==> src/rtl/cpu5_decode_pipe_pkg.sv <==
// Shared encodings for the cpu5 decode stage: opcodes, control-field codes,
// the decoded control bundle and small decode helpers.
package cpu5_decode_pipe_pkg;

  localparam int CPU5_ALU_OP_SIZE = 4;

  localparam logic [6:0] OPC_LUI    = 7'b0110111;
  localparam logic [6:0] OPC_AUIPC  = 7'b0010111;
  localparam logic [6:0] OPC_JAL    = 7'b1101111;
  localparam logic [6:0] OPC_JALR   = 7'b1100111;
  localparam logic [6:0] OPC_BRANCH = 7'b1100011;
  localparam logic [6:0] OPC_LOAD   = 7'b0000011;
  localparam logic [6:0] OPC_STORE  = 7'b0100011;
  localparam logic [6:0] OPC_OPIMM  = 7'b0010011;
  localparam logic [6:0] OPC_OP     = 7'b0110011;
  localparam logic [6:0] OPC_FENCE  = 7'b0001111;

  localparam logic [2:0] BR_NONE = 3'b000;
  localparam logic [2:0] BR_BEQ  = 3'b001;
  localparam logic [2:0] BR_BNE  = 3'b010;
  localparam logic [2:0] BR_BLT  = 3'b011;
  localparam logic [2:0] BR_BGE  = 3'b100;
  localparam logic [2:0] BR_BLTU = 3'b101;
  localparam logic [2:0] BR_BGEU = 3'b110;

  localparam logic [2:0] IMM_R = 3'b000;
  localparam logic [2:0] IMM_I = 3'b001;
  localparam logic [2:0] IMM_S = 3'b010;
  localparam logic [2:0] IMM_B = 3'b011;
  localparam logic [2:0] IMM_U = 3'b100;
  localparam logic [2:0] IMM_J = 3'b101;

  localparam logic [CPU5_ALU_OP_SIZE-1:0] ALU_ADD   = 4'b0000;
  localparam logic [CPU5_ALU_OP_SIZE-1:0] ALU_SUB   = 4'b0001;
  localparam logic [CPU5_ALU_OP_SIZE-1:0] ALU_SLL   = 4'b0010;
  localparam logic [CPU5_ALU_OP_SIZE-1:0] ALU_SLT   = 4'b0011;
  localparam logic [CPU5_ALU_OP_SIZE-1:0] ALU_SLTU  = 4'b0100;
  localparam logic [CPU5_ALU_OP_SIZE-1:0] ALU_XOR   = 4'b0101;
  localparam logic [CPU5_ALU_OP_SIZE-1:0] ALU_SRL   = 4'b0110;
  localparam logic [CPU5_ALU_OP_SIZE-1:0] ALU_SRA   = 4'b0111;
  localparam logic [CPU5_ALU_OP_SIZE-1:0] ALU_OR    = 4'b1000;
  localparam logic [CPU5_ALU_OP_SIZE-1:0] ALU_AND   = 4'b1001;
  localparam logic [CPU5_ALU_OP_SIZE-1:0] ALU_PASSB = 4'b1010;

  localparam logic [1:0] MEM_BYTE = 2'b00;
  localparam logic [1:0] MEM_HALF = 2'b01;
  localparam logic [1:0] MEM_WORD = 2'b10;

  localparam logic [1:0] JMP_NONE = 2'b00;
  localparam logic [1:0] JMP_JAL  = 2'b01;
  localparam logic [1:0] JMP_JALR = 2'b10;

  typedef struct packed {
    logic [4:0]                  rd;
    logic [4:0]                  rs1;
    logic [4:0]                  rs2;
    logic                        memtoreg;
    logic                        memwrite;
    logic [1:0]                  memsize;
    logic                        memunsigned;
    logic [2:0]                  branchtype;
    logic                        alusrc;
    logic                        alusrca;
    logic                        regwrite;
    logic [1:0]                  jump;
    logic [CPU5_ALU_OP_SIZE-1:0] aluop;
    logic [2:0]                  immtype;
    logic                        illegal;
  } ctrl_t;

  // BR_NONE for the two undefined funct3 codes, which the decoder flags as illegal.
  function automatic logic [2:0] branch_cond(input logic [2:0] funct3);
    case (funct3)
      3'b000:  return BR_BEQ;
      3'b001:  return BR_BNE;
      3'b100:  return BR_BLT;
      3'b101:  return BR_BGE;
      3'b110:  return BR_BLTU;
      3'b111:  return BR_BGEU;
      default: return BR_NONE;
    endcase
  endfunction

  function automatic logic [CPU5_ALU_OP_SIZE-1:0] alu_from_funct3(input logic [2:0] funct3,
                                                                  input logic alt);
    case (funct3)
      3'b000:  return alt ? ALU_SUB : ALU_ADD;
      3'b001:  return ALU_SLL;
      3'b010:  return ALU_SLT;
      3'b011:  return ALU_SLTU;
      3'b100:  return ALU_XOR;
      3'b101:  return alt ? ALU_SRA : ALU_SRL;
      3'b110:  return ALU_OR;
      default: return ALU_AND;
    endcase
  endfunction

endpackage

==> src/rtl/cpu5_decode_pipe_if.sv <==
// Fetch-side and execute-side handshake bundle of the cpu5 decode stage.
interface cpu5_decode_pipe_if #(parameter int XLEN = 32);
  import cpu5_decode_pipe_pkg::*;

  logic                        in_valid;
  logic                        in_ready;
  logic [31:0]                 in_instr;
  logic [XLEN-1:0]             in_pc;

  logic                        out_valid;
  logic                        out_ready;
  logic [XLEN-1:0]             out_pc;
  logic [XLEN-1:0]             out_imm;
  logic [4:0]                  out_rd;
  logic [4:0]                  out_rs1;
  logic [4:0]                  out_rs2;
  logic                        out_memtoreg;
  logic                        out_memwrite;
  logic [1:0]                  out_memsize;
  logic                        out_memunsigned;
  logic [2:0]                  out_branchtype;
  logic                        out_alusrc;
  logic                        out_alusrca;
  logic                        out_regwrite;
  logic [1:0]                  out_jump;
  logic [CPU5_ALU_OP_SIZE-1:0] out_aluop;
  logic [2:0]                  out_immtype;
  logic                        out_illegal;

  modport slave (
    input  in_valid, in_instr, in_pc, out_ready,
    output in_ready, out_valid, out_pc, out_imm, out_rd, out_rs1, out_rs2,
           out_memtoreg, out_memwrite, out_memsize, out_memunsigned,
           out_branchtype, out_alusrc, out_alusrca, out_regwrite, out_jump,
           out_aluop, out_immtype, out_illegal
  );

  modport master (
    output in_valid, in_instr, in_pc, out_ready,
    input  in_ready, out_valid, out_pc, out_imm, out_rd, out_rs1, out_rs2,
           out_memtoreg, out_memwrite, out_memsize, out_memunsigned,
           out_branchtype, out_alusrc, out_alusrca, out_regwrite, out_jump,
           out_aluop, out_immtype, out_illegal
  );
endinterface

==> src/rtl/cpu5_decode_logic.sv <==
// Purely combinational RV32I decoder: instruction word to control bundle
// plus sign-extended immediate.
module cpu5_decode_logic
  import cpu5_decode_pipe_pkg::*;
#(
  parameter int XLEN = 32
) (
  input  logic [31:0]     instr,
  output ctrl_t           ctrl,
  output logic [XLEN-1:0] imm
);

  logic [6:0]         opcode;
  logic [2:0]         funct3;
  logic [6:0]         funct7;
  logic               ill;
  logic signed [31:0] imm32;

  assign opcode = instr[6:0];
  assign funct3 = instr[14:12];
  assign funct7 = instr[31:25];

  always_comb begin
    ctrl     = '0;
    ill      = 1'b0;
    ctrl.rd  = instr[11:7];
    ctrl.rs1 = instr[19:15];
    ctrl.rs2 = instr[24:20];

    case (opcode)
      OPC_LUI: begin
        ctrl.regwrite = 1'b1;
        ctrl.alusrc   = 1'b1;
        ctrl.aluop    = ALU_PASSB;
        ctrl.immtype  = IMM_U;
      end
      OPC_AUIPC: begin
        ctrl.regwrite = 1'b1;
        ctrl.alusrc   = 1'b1;
        ctrl.alusrca  = 1'b1;
        ctrl.immtype  = IMM_U;
      end
      OPC_JAL: begin
        ctrl.jump     = JMP_JAL;
        ctrl.regwrite = 1'b1;
        ctrl.alusrc   = 1'b1;
        ctrl.alusrca  = 1'b1;
        ctrl.immtype  = IMM_J;
      end
      OPC_JALR: begin
        ctrl.jump     = JMP_JALR;
        ctrl.regwrite = 1'b1;
        ctrl.alusrc   = 1'b1;
        ctrl.immtype  = IMM_I;
        ill           = (funct3 != 3'b000);
      end
      OPC_BRANCH: begin
        ctrl.branchtype = branch_cond(funct3);
        ctrl.aluop      = ALU_SUB;
        ctrl.immtype    = IMM_B;
        ill             = (ctrl.branchtype == BR_NONE);
      end
      OPC_LOAD: begin
        ctrl.memtoreg    = 1'b1;
        ctrl.regwrite    = 1'b1;
        ctrl.alusrc      = 1'b1;
        ctrl.immtype     = IMM_I;
        ctrl.memsize     = funct3[1:0];
        ctrl.memunsigned = funct3[2];
        ill              = (funct3 == 3'b011) || (funct3[2:1] == 2'b11);
      end
      OPC_STORE: begin
        ctrl.memwrite = 1'b1;
        ctrl.alusrc   = 1'b1;
        ctrl.immtype  = IMM_S;
        ctrl.memsize  = funct3[1:0];
        ill           = funct3[2] || (funct3[1:0] == 2'b11);
      end
      OPC_OPIMM: begin
        ctrl.regwrite = 1'b1;
        ctrl.alusrc   = 1'b1;
        ctrl.immtype  = IMM_I;
        // Only the shift-immediates carry a funct7; elsewhere bit 30 is immediate data.
        ctrl.aluop    = alu_from_funct3(funct3, (funct3 == 3'b101) && funct7[5]);
        if (funct3 == 3'b001)
          ill = (funct7 != 7'b0000000);
        else if (funct3 == 3'b101)
          ill = (funct7 != 7'b0000000) && (funct7 != 7'b0100000);
      end
      OPC_OP: begin
        ctrl.regwrite = 1'b1;
        ctrl.immtype  = IMM_R;
        ctrl.aluop    = alu_from_funct3(funct3, funct7[5]);
        ill = !((funct7 == 7'b0000000) ||
                ((funct7 == 7'b0100000) && ((funct3 == 3'b000) || (funct3 == 3'b101))));
      end
      OPC_FENCE: ;
      default: ill = 1'b1;
    endcase

    if (instr[1:0] != 2'b11)
      ill = 1'b1;

    if (ill) begin
      ctrl.regwrite   = 1'b0;
      ctrl.memwrite   = 1'b0;
      ctrl.memtoreg   = 1'b0;
      ctrl.jump       = JMP_NONE;
      ctrl.branchtype = BR_NONE;
    end
    ctrl.illegal = ill;
  end

  always_comb begin
    imm32 = '0;
    case (ctrl.immtype)
      IMM_I:   imm32 = {{20{instr[31]}}, instr[31:20]};
      IMM_S:   imm32 = {{20{instr[31]}}, instr[31:25], instr[11:7]};
      IMM_B:   imm32 = {{19{instr[31]}}, instr[31], instr[7], instr[30:25], instr[11:8], 1'b0};
      IMM_U:   imm32 = {instr[31:12], 12'h000};
      IMM_J:   imm32 = {{11{instr[31]}}, instr[31], instr[19:12], instr[20], instr[30:21], 1'b0};
      default: imm32 = '0;
    endcase
  end

  assign imm = XLEN'(imm32);

endmodule

==> src/rtl/cpu5_decode_pipe.sv <==
// Registered decode stage: head entry plus optional skid entry, valid/ready
// on both sides, flush squashes everything held.
module cpu5_decode_pipe
  import cpu5_decode_pipe_pkg::*;
#(
  parameter int XLEN = 32,
  parameter int SKID = 1
) (
  input  logic                clk,
  input  logic                reset,
  input  logic                flush,
  cpu5_decode_pipe_if.slave   bus
);

  localparam logic [1:0] ST_EMPTY = 2'b00;
  localparam logic [1:0] ST_HEAD  = 2'b01;
  localparam logic [1:0] ST_FULL  = 2'b10;

  logic [1:0]      state_q, state_d;
  logic            in_ready_q;
  logic            in_ready;
  logic            accept, drain;
  logic            load_head, load_skid, head_from_skid;

  ctrl_t           dec_ctrl;
  logic [XLEN-1:0] dec_imm;

  ctrl_t           head_ctrl_q, skid_ctrl_q;
  logic [XLEN-1:0] head_imm_q,  skid_imm_q;
  logic [XLEN-1:0] head_pc_q,   skid_pc_q;

  cpu5_decode_logic #(.XLEN(XLEN)) u_decode (
    .instr (bus.in_instr),
    .ctrl  (dec_ctrl),
    .imm   (dec_imm)
  );

  // Without a skid entry the stage can only accept when the head leaves this cycle.
  assign in_ready = (SKID != 0) ? in_ready_q
                                : ((state_q == ST_EMPTY) || bus.out_ready);
  assign accept   = bus.in_valid && in_ready && !flush;
  assign drain    = (state_q != ST_EMPTY) && bus.out_ready;

  always_comb begin
    state_d        = state_q;
    load_head      = 1'b0;
    load_skid      = 1'b0;
    head_from_skid = 1'b0;
    case (state_q)
      ST_EMPTY: begin
        if (accept) begin
          load_head = 1'b1;
          state_d   = ST_HEAD;
        end
      end
      ST_HEAD: begin
        if (accept && drain) begin
          load_head = 1'b1;
        end else if (accept) begin
          load_skid = 1'b1;
          state_d   = ST_FULL;
        end else if (drain) begin
          state_d   = ST_EMPTY;
        end
      end
      ST_FULL: begin
        if (drain) begin
          head_from_skid = !flush;
          state_d        = ST_HEAD;
        end
      end
      default: state_d = ST_EMPTY;
    endcase
    if (flush)
      state_d = ST_EMPTY;
  end

  always_ff @(posedge clk or posedge reset) begin
    if (reset) begin
      state_q     <= ST_EMPTY;
      in_ready_q  <= 1'b1;
      head_ctrl_q <= '0;
      head_imm_q  <= '0;
      head_pc_q   <= '0;
      skid_ctrl_q <= '0;
      skid_imm_q  <= '0;
      skid_pc_q   <= '0;
    end else begin
      state_q    <= state_d;
      in_ready_q <= (state_d != ST_FULL);
      if (load_head) begin
        head_ctrl_q <= dec_ctrl;
        head_imm_q  <= dec_imm;
        head_pc_q   <= bus.in_pc;
      end else if (head_from_skid) begin
        head_ctrl_q <= skid_ctrl_q;
        head_imm_q  <= skid_imm_q;
        head_pc_q   <= skid_pc_q;
      end
      if (load_skid) begin
        skid_ctrl_q <= dec_ctrl;
        skid_imm_q  <= dec_imm;
        skid_pc_q   <= bus.in_pc;
      end
    end
  end

  assign bus.in_ready        = in_ready;
  assign bus.out_valid       = (state_q != ST_EMPTY);
  assign bus.out_pc          = head_pc_q;
  assign bus.out_imm         = head_imm_q;
  assign bus.out_rd          = head_ctrl_q.rd;
  assign bus.out_rs1         = head_ctrl_q.rs1;
  assign bus.out_rs2         = head_ctrl_q.rs2;
  assign bus.out_memtoreg    = head_ctrl_q.memtoreg;
  assign bus.out_memwrite    = head_ctrl_q.memwrite;
  assign bus.out_memsize     = head_ctrl_q.memsize;
  assign bus.out_memunsigned = head_ctrl_q.memunsigned;
  assign bus.out_branchtype  = head_ctrl_q.branchtype;
  assign bus.out_alusrc      = head_ctrl_q.alusrc;
  assign bus.out_alusrca     = head_ctrl_q.alusrca;
  assign bus.out_regwrite    = head_ctrl_q.regwrite;
  assign bus.out_jump        = head_ctrl_q.jump;
  assign bus.out_aluop       = head_ctrl_q.aluop;
  assign bus.out_immtype     = head_ctrl_q.immtype;
  assign bus.out_illegal     = head_ctrl_q.illegal;

endmodule

==> src/flat_wrapper.sv <==
// flat-port wrapper written by rule: the top's interface ports become plain ports
module cpu5_decode_pipe_flat import cpu5_decode_pipe_pkg::*;
#(
  parameter int XLEN = 32,
  parameter int SKID = 1
)
  (clk, reset, flush, bus_in_valid, bus_in_instr, bus_in_pc, bus_out_ready, bus_in_ready, bus_out_valid, bus_out_pc, bus_out_imm, bus_out_rd, bus_out_rs1, bus_out_rs2, bus_out_memtoreg, bus_out_memwrite, bus_out_memsize, bus_out_memunsigned, bus_out_branchtype, bus_out_alusrc, bus_out_alusrca, bus_out_regwrite, bus_out_jump, bus_out_aluop, bus_out_immtype, bus_out_illegal);
  cpu5_decode_pipe_if #(.XLEN(XLEN)) bus_i ();
  input  logic clk;
  input  logic reset;
  input  logic flush;
  input wire logic [$bits(bus_i.in_valid)-1:0] bus_in_valid;
  input wire logic [$bits(bus_i.in_instr)-1:0] bus_in_instr;
  input wire logic [$bits(bus_i.in_pc)-1:0] bus_in_pc;
  input wire logic [$bits(bus_i.out_ready)-1:0] bus_out_ready;
  output wire logic [$bits(bus_i.in_ready)-1:0] bus_in_ready;
  output wire logic [$bits(bus_i.out_valid)-1:0] bus_out_valid;
  output wire logic [$bits(bus_i.out_pc)-1:0] bus_out_pc;
  output wire logic [$bits(bus_i.out_imm)-1:0] bus_out_imm;
  output wire logic [$bits(bus_i.out_rd)-1:0] bus_out_rd;
  output wire logic [$bits(bus_i.out_rs1)-1:0] bus_out_rs1;
  output wire logic [$bits(bus_i.out_rs2)-1:0] bus_out_rs2;
  output wire logic [$bits(bus_i.out_memtoreg)-1:0] bus_out_memtoreg;
  output wire logic [$bits(bus_i.out_memwrite)-1:0] bus_out_memwrite;
  output wire logic [$bits(bus_i.out_memsize)-1:0] bus_out_memsize;
  output wire logic [$bits(bus_i.out_memunsigned)-1:0] bus_out_memunsigned;
  output wire logic [$bits(bus_i.out_branchtype)-1:0] bus_out_branchtype;
  output wire logic [$bits(bus_i.out_alusrc)-1:0] bus_out_alusrc;
  output wire logic [$bits(bus_i.out_alusrca)-1:0] bus_out_alusrca;
  output wire logic [$bits(bus_i.out_regwrite)-1:0] bus_out_regwrite;
  output wire logic [$bits(bus_i.out_jump)-1:0] bus_out_jump;
  output wire logic [$bits(bus_i.out_aluop)-1:0] bus_out_aluop;
  output wire logic [$bits(bus_i.out_immtype)-1:0] bus_out_immtype;
  output wire logic [$bits(bus_i.out_illegal)-1:0] bus_out_illegal;
  assign bus_i.in_valid = bus_in_valid;
  assign bus_i.in_instr = bus_in_instr;
  assign bus_i.in_pc = bus_in_pc;
  assign bus_i.out_ready = bus_out_ready;
  assign bus_in_ready = bus_i.in_ready;
  assign bus_out_valid = bus_i.out_valid;
  assign bus_out_pc = bus_i.out_pc;
  assign bus_out_imm = bus_i.out_imm;
  assign bus_out_rd = bus_i.out_rd;
  assign bus_out_rs1 = bus_i.out_rs1;
  assign bus_out_rs2 = bus_i.out_rs2;
  assign bus_out_memtoreg = bus_i.out_memtoreg;
  assign bus_out_memwrite = bus_i.out_memwrite;
  assign bus_out_memsize = bus_i.out_memsize;
  assign bus_out_memunsigned = bus_i.out_memunsigned;
  assign bus_out_branchtype = bus_i.out_branchtype;
  assign bus_out_alusrc = bus_i.out_alusrc;
  assign bus_out_alusrca = bus_i.out_alusrca;
  assign bus_out_regwrite = bus_i.out_regwrite;
  assign bus_out_jump = bus_i.out_jump;
  assign bus_out_aluop = bus_i.out_aluop;
  assign bus_out_immtype = bus_i.out_immtype;
  assign bus_out_illegal = bus_i.out_illegal;
  cpu5_decode_pipe #(.XLEN(XLEN), .SKID(SKID)) u_core (.clk(clk), .reset(reset), .flush(flush), .bus(bus_i));
endmodule
==> config.mk <==
export PLATFORM = sky130hd
export DESIGN_NAME = cpu5_decode_pipe_flat
export DESIGN_NICKNAME = d
export VERILOG_FILES = /design/src/rtl/cpu5_decode_pipe_pkg.sv /design/src/rtl/cpu5_decode_pipe_if.sv /design/src/rtl/cpu5_decode_logic.sv /design/src/rtl/cpu5_decode_pipe.sv /design/src/flat_wrapper.sv
export SDC_FILE = /design/constraint.sdc
export NUM_CORES = 1
export LEC_CHECK = 0
export BUFFER_PORTS_ARGS = -buffer_cell sky130_fd_sc_hd__clkbuf_2
export CORE_ASPECT_RATIO = 2
export CORE_MARGIN = 1.5
export CORE_UTILIZATION = 35
export CTS_CLUSTER_SIZE = 8
export DETAILED_ROUTE_END_ITERATION = 10
export GPL_ROUTABILITY_DRIVEN = 0
export SETUP_SLACK_MARGIN = 0.15
export SYNTH_ARGS = -nofsm -noshare
export SYNTH_HDL_FRONTEND = slang
export SYNTH_SLANG_ARGS = --single-unit
==> constraint.sdc <==
create_clock -name clk -period 7.9 [get_ports clk]
set_clock_uncertainty 0.1 [all_clocks]
set_input_delay 1.58 -clock clk [delete_from_list [all_inputs] [get_ports clk]]
set_output_delay 1.58 -clock clk [all_outputs]
set_load 0.1 [all_outputs]
; ---- Yosys cells after proc, flatten, opt, wreduce, memory -nomap -nowiden
; Index checks and enable logic that the tools add are counted.
[word_totals]
register_bits = 203
wordCells = 141
output_inout_bits = 102
input_bits = 69
[op_classes]
n_reduce_logical = 28
mux = 47
eq_ne = 30
[op_table]
columns = cell, n
row1 = case mux 32 bit (5 select lines), 1
row2 = 2-to-1 mux 32 bit, 4
row3 = 2-to-1 mux 36 bit, 2
row4 = case mux 4 bit (7 select lines), 2
row5 = "equality test 7 x 6 -> 1 bit, second input constant", 4
row6 = "equality test 7 bit, second input constant", 3
row7 = 2-to-1 mux 1 bit, 19
row8 = "equality test 3 bit, second input constant", 6
row9 = case mux 3 bit (6 select lines), 1
row10 = 2-to-1 mux 2 bit, 8
row11 = case mux 4 bit (4 select lines), 1
row12 = case mux 3 bit (5 select lines), 1
row13 = "equality test 7 x 5 -> 1 bit, second input constant", 2
row14 = OR reduction 7 bit, 2
row15 = "equality test 3 x 2 -> 1 bit, second input constant", 4
row16 = 2-to-1 mux 3 bit, 4
row17 = "equality test 7 x 2 -> 1 bit, second input constant", 1
row18 = "equality test 7 x 4 -> 1 bit, second input constant", 1
row19 = logical AND 1 bit, 7
row20 = zero test 7 bit, 1
row21 = "inequality test 7 x 6 -> 1 bit, second input constant", 1
row22 = case mux 1 bit (7 select lines), 1
row23 = nonzero test 7 bit, 1
row24 = "equality test 2 bit, second input constant", 3
row25 = other kinds (15), 25

; ---- Depth between registers and ports, before layout
[logic_depth]
depth_word = 9
depth_mapped = 7
ltp_nobuf = 5

; ---- Modules after synthesis
; A second synthesis with hierarchy kept.
[unflattened]
cells_unflattened = 822
hier_area_um2 = 9598.0
[by_module_without_submodules]
columns = mod, area_each_um2, instances, seq_area_each_um2, cells_each
row1 = cpu5_decode_pipe, 8620.8, 1, 5081.1, 663
row2 = cpu5_decode_logic, 977.2, 1, 0.0, 159

; ---- Worst setup path after synthesis
; OpenSTA, ideal clock, no wires.
[synth_timing]
path_kind = in2reg
startpoint = input bus_in_valid
endpoint = register u_core.head_imm_q[20] (netlist: u_core.bus.out_imm[20])
path_slack_ns = 4.780
setup_time_ns = 0.072
cell_stages = 7
path_buffers = 2
required_ns = 7.728
arrival_ns = 2.948
path_cell_list = nand2_1 or4_4 buf_6 a211oi_4 nand2_2 buf_6 nand3_1
[synth_between]
elab_chain_len = 6
word_cells_on_any_way = 8
cone_classes = mux: 4 / reduce/logical: 4
[synth_rtl]
columns = element, line_no
row1 = "start, declared", flat_wrapper.sv:12  ; input wire logic [$bits(bus_i.in_valid)-1:0] bus_in_valid;
row2 = logical AND 1 bit (*) (2 in series), cpu5_decode_pipe.sv:41  ; assign accept = bus.in_valid && in_ready && !flush;
row3 = logical AND 1 bit, cpu5_decode_pipe.sv:57  ; if (accept && drain) begin
row4 = 2-to-1 mux 1 bit, cpu5_decode_pipe.sv:57
row5 = case mux 1 bit (2 select lines) (*), cpu5_decode_pipe.sv:49  ; case (state_q)
row6 = 2-to-1 mux 32 bit or nonzero test 2 bit (tied branches), n/a
row7 = "end signal, assigned", cpu5_decode_pipe.sv:93  ; head_imm_q <= dec_imm;
row8 = "end signal, assigned", cpu5_decode_pipe.sv:97  ; head_imm_q <= skid_imm_q;
row9 = "end, declared", cpu5_decode_pipe.sv:29  ; logic [XLEN-1:0] head_imm_q, skid_imm_q;
; Mark *: on every way between the ends. The rest lies on a longest branch, timed or not.
; A chain may end at the register's enable or synchronous reset.

; ---- Final worst setup path
[layout_timing]
startpoint = input bus_out_ready
endpoint = register u_core.head_imm_q[26] (netlist: u_core.bus.out_imm[26])
[layout_between]
elab_chain_len = 5
word_cells_on_any_way = 8
cone_classes = mux: 5 / reduce/logical: 3
[layout_rtl]
columns = element, line_no
row1 = "start, declared", flat_wrapper.sv:15  ; input wire logic [$bits(bus_i.out_ready)-1:0] bus_out_ready;
row2 = logical AND 1 bit (*), cpu5_decode_pipe.sv:42  ; assign drain = (state_q != ST_EMPTY) && bus.out_ready;
row3 = logical AND 1 bit, cpu5_decode_pipe.sv:57
row4 = 2-to-1 mux 1 bit, cpu5_decode_pipe.sv:57
row5 = case mux 1 bit (2 select lines), cpu5_decode_pipe.sv:49
row6 = 2-to-1 mux 32 bit or nonzero test 2 bit (tied branches), n/a
; Marked as above.

==> impl_results.rst <==
.. list-table::
   :header-rows: 1

   * - Metric
     - Value
   * - Status
     - complete, no violations
   * - Clock latency reported for the late side of the worst-skew pair
     - 0.54 ns
   * - Pwr dens
     - 291 nW/um2
   * - IR Drop Worst-Case VDD
     - about 0.16 mV
   * - Clock input transition at the sequential cells of the worst setup and hold paths
     - 0.05 ns
   * - Total count of max-transition violations in the final report
     - 0
   * - Setup repair after global routing missed its margin
     - false
   * - Cell types with the highest counts after synthesis
     - sky130_fd_sc_hd__nand2_1, sky130_fd_sc_hd__dfrtp_1, sky130_fd_sc_hd__a22oi_1
   * - Worst EP arrival
     - 4.25 ns
   * - Number of hold buffers added after cts
     - 0
   * - Via density
     - 5.18
   * - Count of H-tree levels built during CTS
     - 1
   * - Post-Synthesis Cells
     - 930
   * - Diode count
     - 0
   * - Most frequent cell after synthesis
     - sky130_fd_sc_hd__nand2_1
   * - Area share of the largest cell type after synthesis
     - between 50% and 60%
   * - Number of nets in the final layout
     - approximately 1100
   * - PortBufs
     - 170
   * - Global-route wire length before repair
     - slightly below 40 mm
   * - Number of enable flip-flop cells after synthesis
     - 0
   * - Mean instance size in the synthesized netlist
     - approximately 9.4 um2
   * - Via total after detailed routing
     - between 7000 and 8000
   * - CTS tree
     - built
   * - Element type at the critical path end
     - flip-flop
   * - Area growth syn-to-layout
     - 21.0%
   * - Fin Setup TNS
     - 0 ns
   * - Worst slew margin relative to its limit
     - 16.0%
   * - Post-detail-place hpwl
     - 16.7 mm
   * - Share of synthesized registers carrying an async set or reset
     - 100%
   * - Crit Path Class
     - in -> reg
   * - Number of synthesis warnings
     - 0
   * - Most area-consuming cells after synthesis
     - sky130_fd_sc_hd__dfrtp_1, sky130_fd_sc_hd__nand2_1, sky130_fd_sc_hd__a22oi_1, sky130_fd_sc_hd__o21ai_0, sky130_fd_sc_hd__a21oi_1
   * - Maxcap violations
     - 0
   * - Total area of sequential cells
     - 5080 um2
   * - Required time of the critical path
     - slightly above 8 ns
   * - Total die area
     - 26000 um2
   * - Number of sinks on the clock net
     - 203
   * - Hold Fails Final Rpt
     - 0
   * - Number of distinct library cell variants in the gate-level netlist after synthesis
     - 55
   * - Drt first pass iters
     - 6
   * - Sum of internal, switching and leakage power
     - about 3 mW
   * - Final-layout fill cell count
     - 2475
   * - Cell area after technology mapping
     - 8740 um2
   * - Number of setup buffers added after CTS
     - 0
   * - Nature of the critical path startpoint
     - input port
   * - Sequential element share of the synthesized area
     - 58.1%
   * - Leak
     - 5.30 nW
   * - Period minus WS final
     - 3.88 ns
   * - Setup Viol. Count Final
     - 0
   * - Via count of the first global-routing pass
     - 7118
   * - Cts bufs inserted
     - 29
   * - Most common flop cell mapped by yosys
     - sky130_fd_sc_hd__dfrtp_1
   * - # rows
     - between 80 and 90
   * - Die Width
     - approximately 110 um
   * - Flops & latches, synth
     - 203
   * - GRT Residual Overflow
     - 0
   * - Average routed wire per standard cell
     - between 15 and 20 um
   * - Total I/O pin count
     - 171
   * - Maximum fanout count along the critical path
     - 63
   * - Starting utilization of the core area
     - 35.6%
   * - Placeable core area
     - 24500 um2
   * - Antenna Nets Post-Route
     - 0
   * - Routed wire length
     - 25.2 mm
   * - Period utilization
     - 49.2%
   * - Iteration-0 DRC count of the detailed router
     - just over 600
   * - Fraction of layout instances using a drive strength above 1
     - 21.0%
   * - Number of remaining DRC errors
     - 0
   * - Die Ht
     - 227 um
   * - Maximum clock path buffer count
     - 3
   * - Root buffer cell
     - sky130_fd_sc_hd__clkbuf_16
   * - Antenna violations before repair
     - 0
   * - Pin count of the biggest net entering global routing
     - 142
   * - Syn Nets
     - 999
   * - Multi-input gate area
     - between 3000 and 4000 um2
   * - Worst hold path class
     - reg -> reg
   * - Total of cells resized after clock tree synthesis
     - 0
   * - Area leader, netlist
     - sky130_fd_sc_hd__dfrtp_1
   * - Transition time at the pin with the least slew margin
     - around 1.3 ns
   * - Highest clock rate
     - 258 MHz
   * - Total global routing track utilization
     - 19.5%
## placed cells by master, fill, tap and decap left out, types with 5 or more instances in the layout
cell	netlist	final
sky130_fd_sc_hd__nor2_1	36	34
sky130_fd_sc_hd__a21oi_1	32	32
sky130_fd_sc_hd__clkbuf_2	0	170
sky130_fd_sc_hd__buf_4	0	6
sky130_fd_sc_hd__inv_1	10	9
sky130_fd_sc_hd__dfrtp_1	202	202
sky130_fd_sc_hd__clkbuf_16	0	29
sky130_fd_sc_hd__a222oi_1	6	6
sky130_fd_sc_hd__a22oi_1	90	90
sky130_fd_sc_hd__o21ai_0	61	61
sky130_fd_sc_hd__and2_1	8	7
sky130_fd_sc_hd__nor3_1	5	5
sky130_fd_sc_hd__nand2_1	323	322
sky130_fd_sc_hd__a22o_1	8	8
sky130_fd_sc_hd__nor2b_1	11	11
sky130_fd_sc_hd__nand3_1	14	14
## sequential cells by signal, indices dropped and copies added (netlist names), 2 cells and up
name / count
u_core.skid_ctrl_q: 36
u_core.bus.out_imm: 32
u_core.bus.out_pc: 32
u_core.skid_imm_q: 32
u_core.skid_pc_q: 32
u_core.bus.out_rd: 5
u_core.bus.out_rs1: 5
u_core.bus.out_rs2: 5
u_core.bus.out_aluop: 4
u_core.bus.out_branchtype: 3
u_core.bus.out_immtype: 3
u_core.bus.out_jump: 2
u_core.bus.out_memsize: 2
u_core.state_q: 2
## stage by stage
stage | setup slack (ns) | instance area, um2 | instances | utilization (%) | hold WS (ns)
2_1_floorplan | 0.683 | 8740 | 930 | - | 0.339
3_3_place_gp | 3.53 | 9810 | 1374 | 40.0 | 0.351
3_5_place_dp | 3.47 | 9810 | 1374 | 40.0 | 0.356
4_1_cts | 4.03 | 10600 | 1406 | 43.1 | 0.368
5_1_grt | 3.81 | 10600 | 1406 | 43.1 | 0.390
6_report | 4.02 | 10600 | 1406 | 43.1 | 0.366
## layout make-up
cell class,instances,area share [%]
clock inverter,2,0.367
sequential,203,48.0
clock buffer,30,6.89
tap,332,3.93
timing repair buffer,176,8.47
multi-input combinational,653,31.9
inverter,10,0.426
## cell families (layout without fill, tap and decap cells)
logic type | after synthesis | after routing | share of synthesized area (%)
simple gates | 421 | 421 | 20.2
buf+inv | 74 | 218 | 3.55
mux | 3 | 3 | 0.358
compound gates | 228 | 228 | 17.7
xor+xnor | 1 | 1 | 0.100
flops | 203 | 203 | 58.1
## worst max-delay path: stages
cell and delay (ns):
sky130_fd_sc_hd__clkbuf_2 0.10, sky130_fd_sc_hd__nor2b_1 0.30, sky130_fd_sc_hd__nor4_4 0.05, sky130_fd_sc_hd__buf_4 0.35, sky130_fd_sc_hd__nor2_4 0.71, sky130_fd_sc_hd__buf_4 0.73
sky130_fd_sc_hd__a22oi_1 0.20, sky130_fd_sc_hd__nand3_1 0.14
## report_power, final
group / internal (mW) / total, mW / switching (mW)
clock network: 0.673 / 1.10 / 0.426
registers: 1.19 / 1.27 / 0.0795
logic: 0.126 / 0.715 / 0.589
## routing by layer
metal  routed length (um)  vias up  global-route usage (%)
met5                    0        -                       0
met4                  954        0                    8.96
met3                 1150       50                    2.97
met2                13300      234                    34.7
met1                 9800     3541                    22.7
li1                     -     3458                       -
## path summary, 6_finish.rpt
path | startpoint | endpoint | slack [ns] | cells after the start
max | bus_out_ready | u_core.bus.out_imm[26] | 4.02 | 8
min | u_core.skid_ctrl_q[18] | u_core.skid_ctrl_q[18] | 0.37 | 2
max reg2reg | u_core.state_q[0] | u_core.bus.out_imm[26] | 4.75 | 7
min reg2reg | u_core.skid_ctrl_q[18] | u_core.skid_ctrl_q[18] | 0.37 | 2
max in group asynchronous | reset | u_core.skid_imm_q[8] | 5.25 | 3
min in group asynchronous | reset | u_core.bus.out_pc[31] | 1.10 | 2
(Power assumes the default switching activity.)
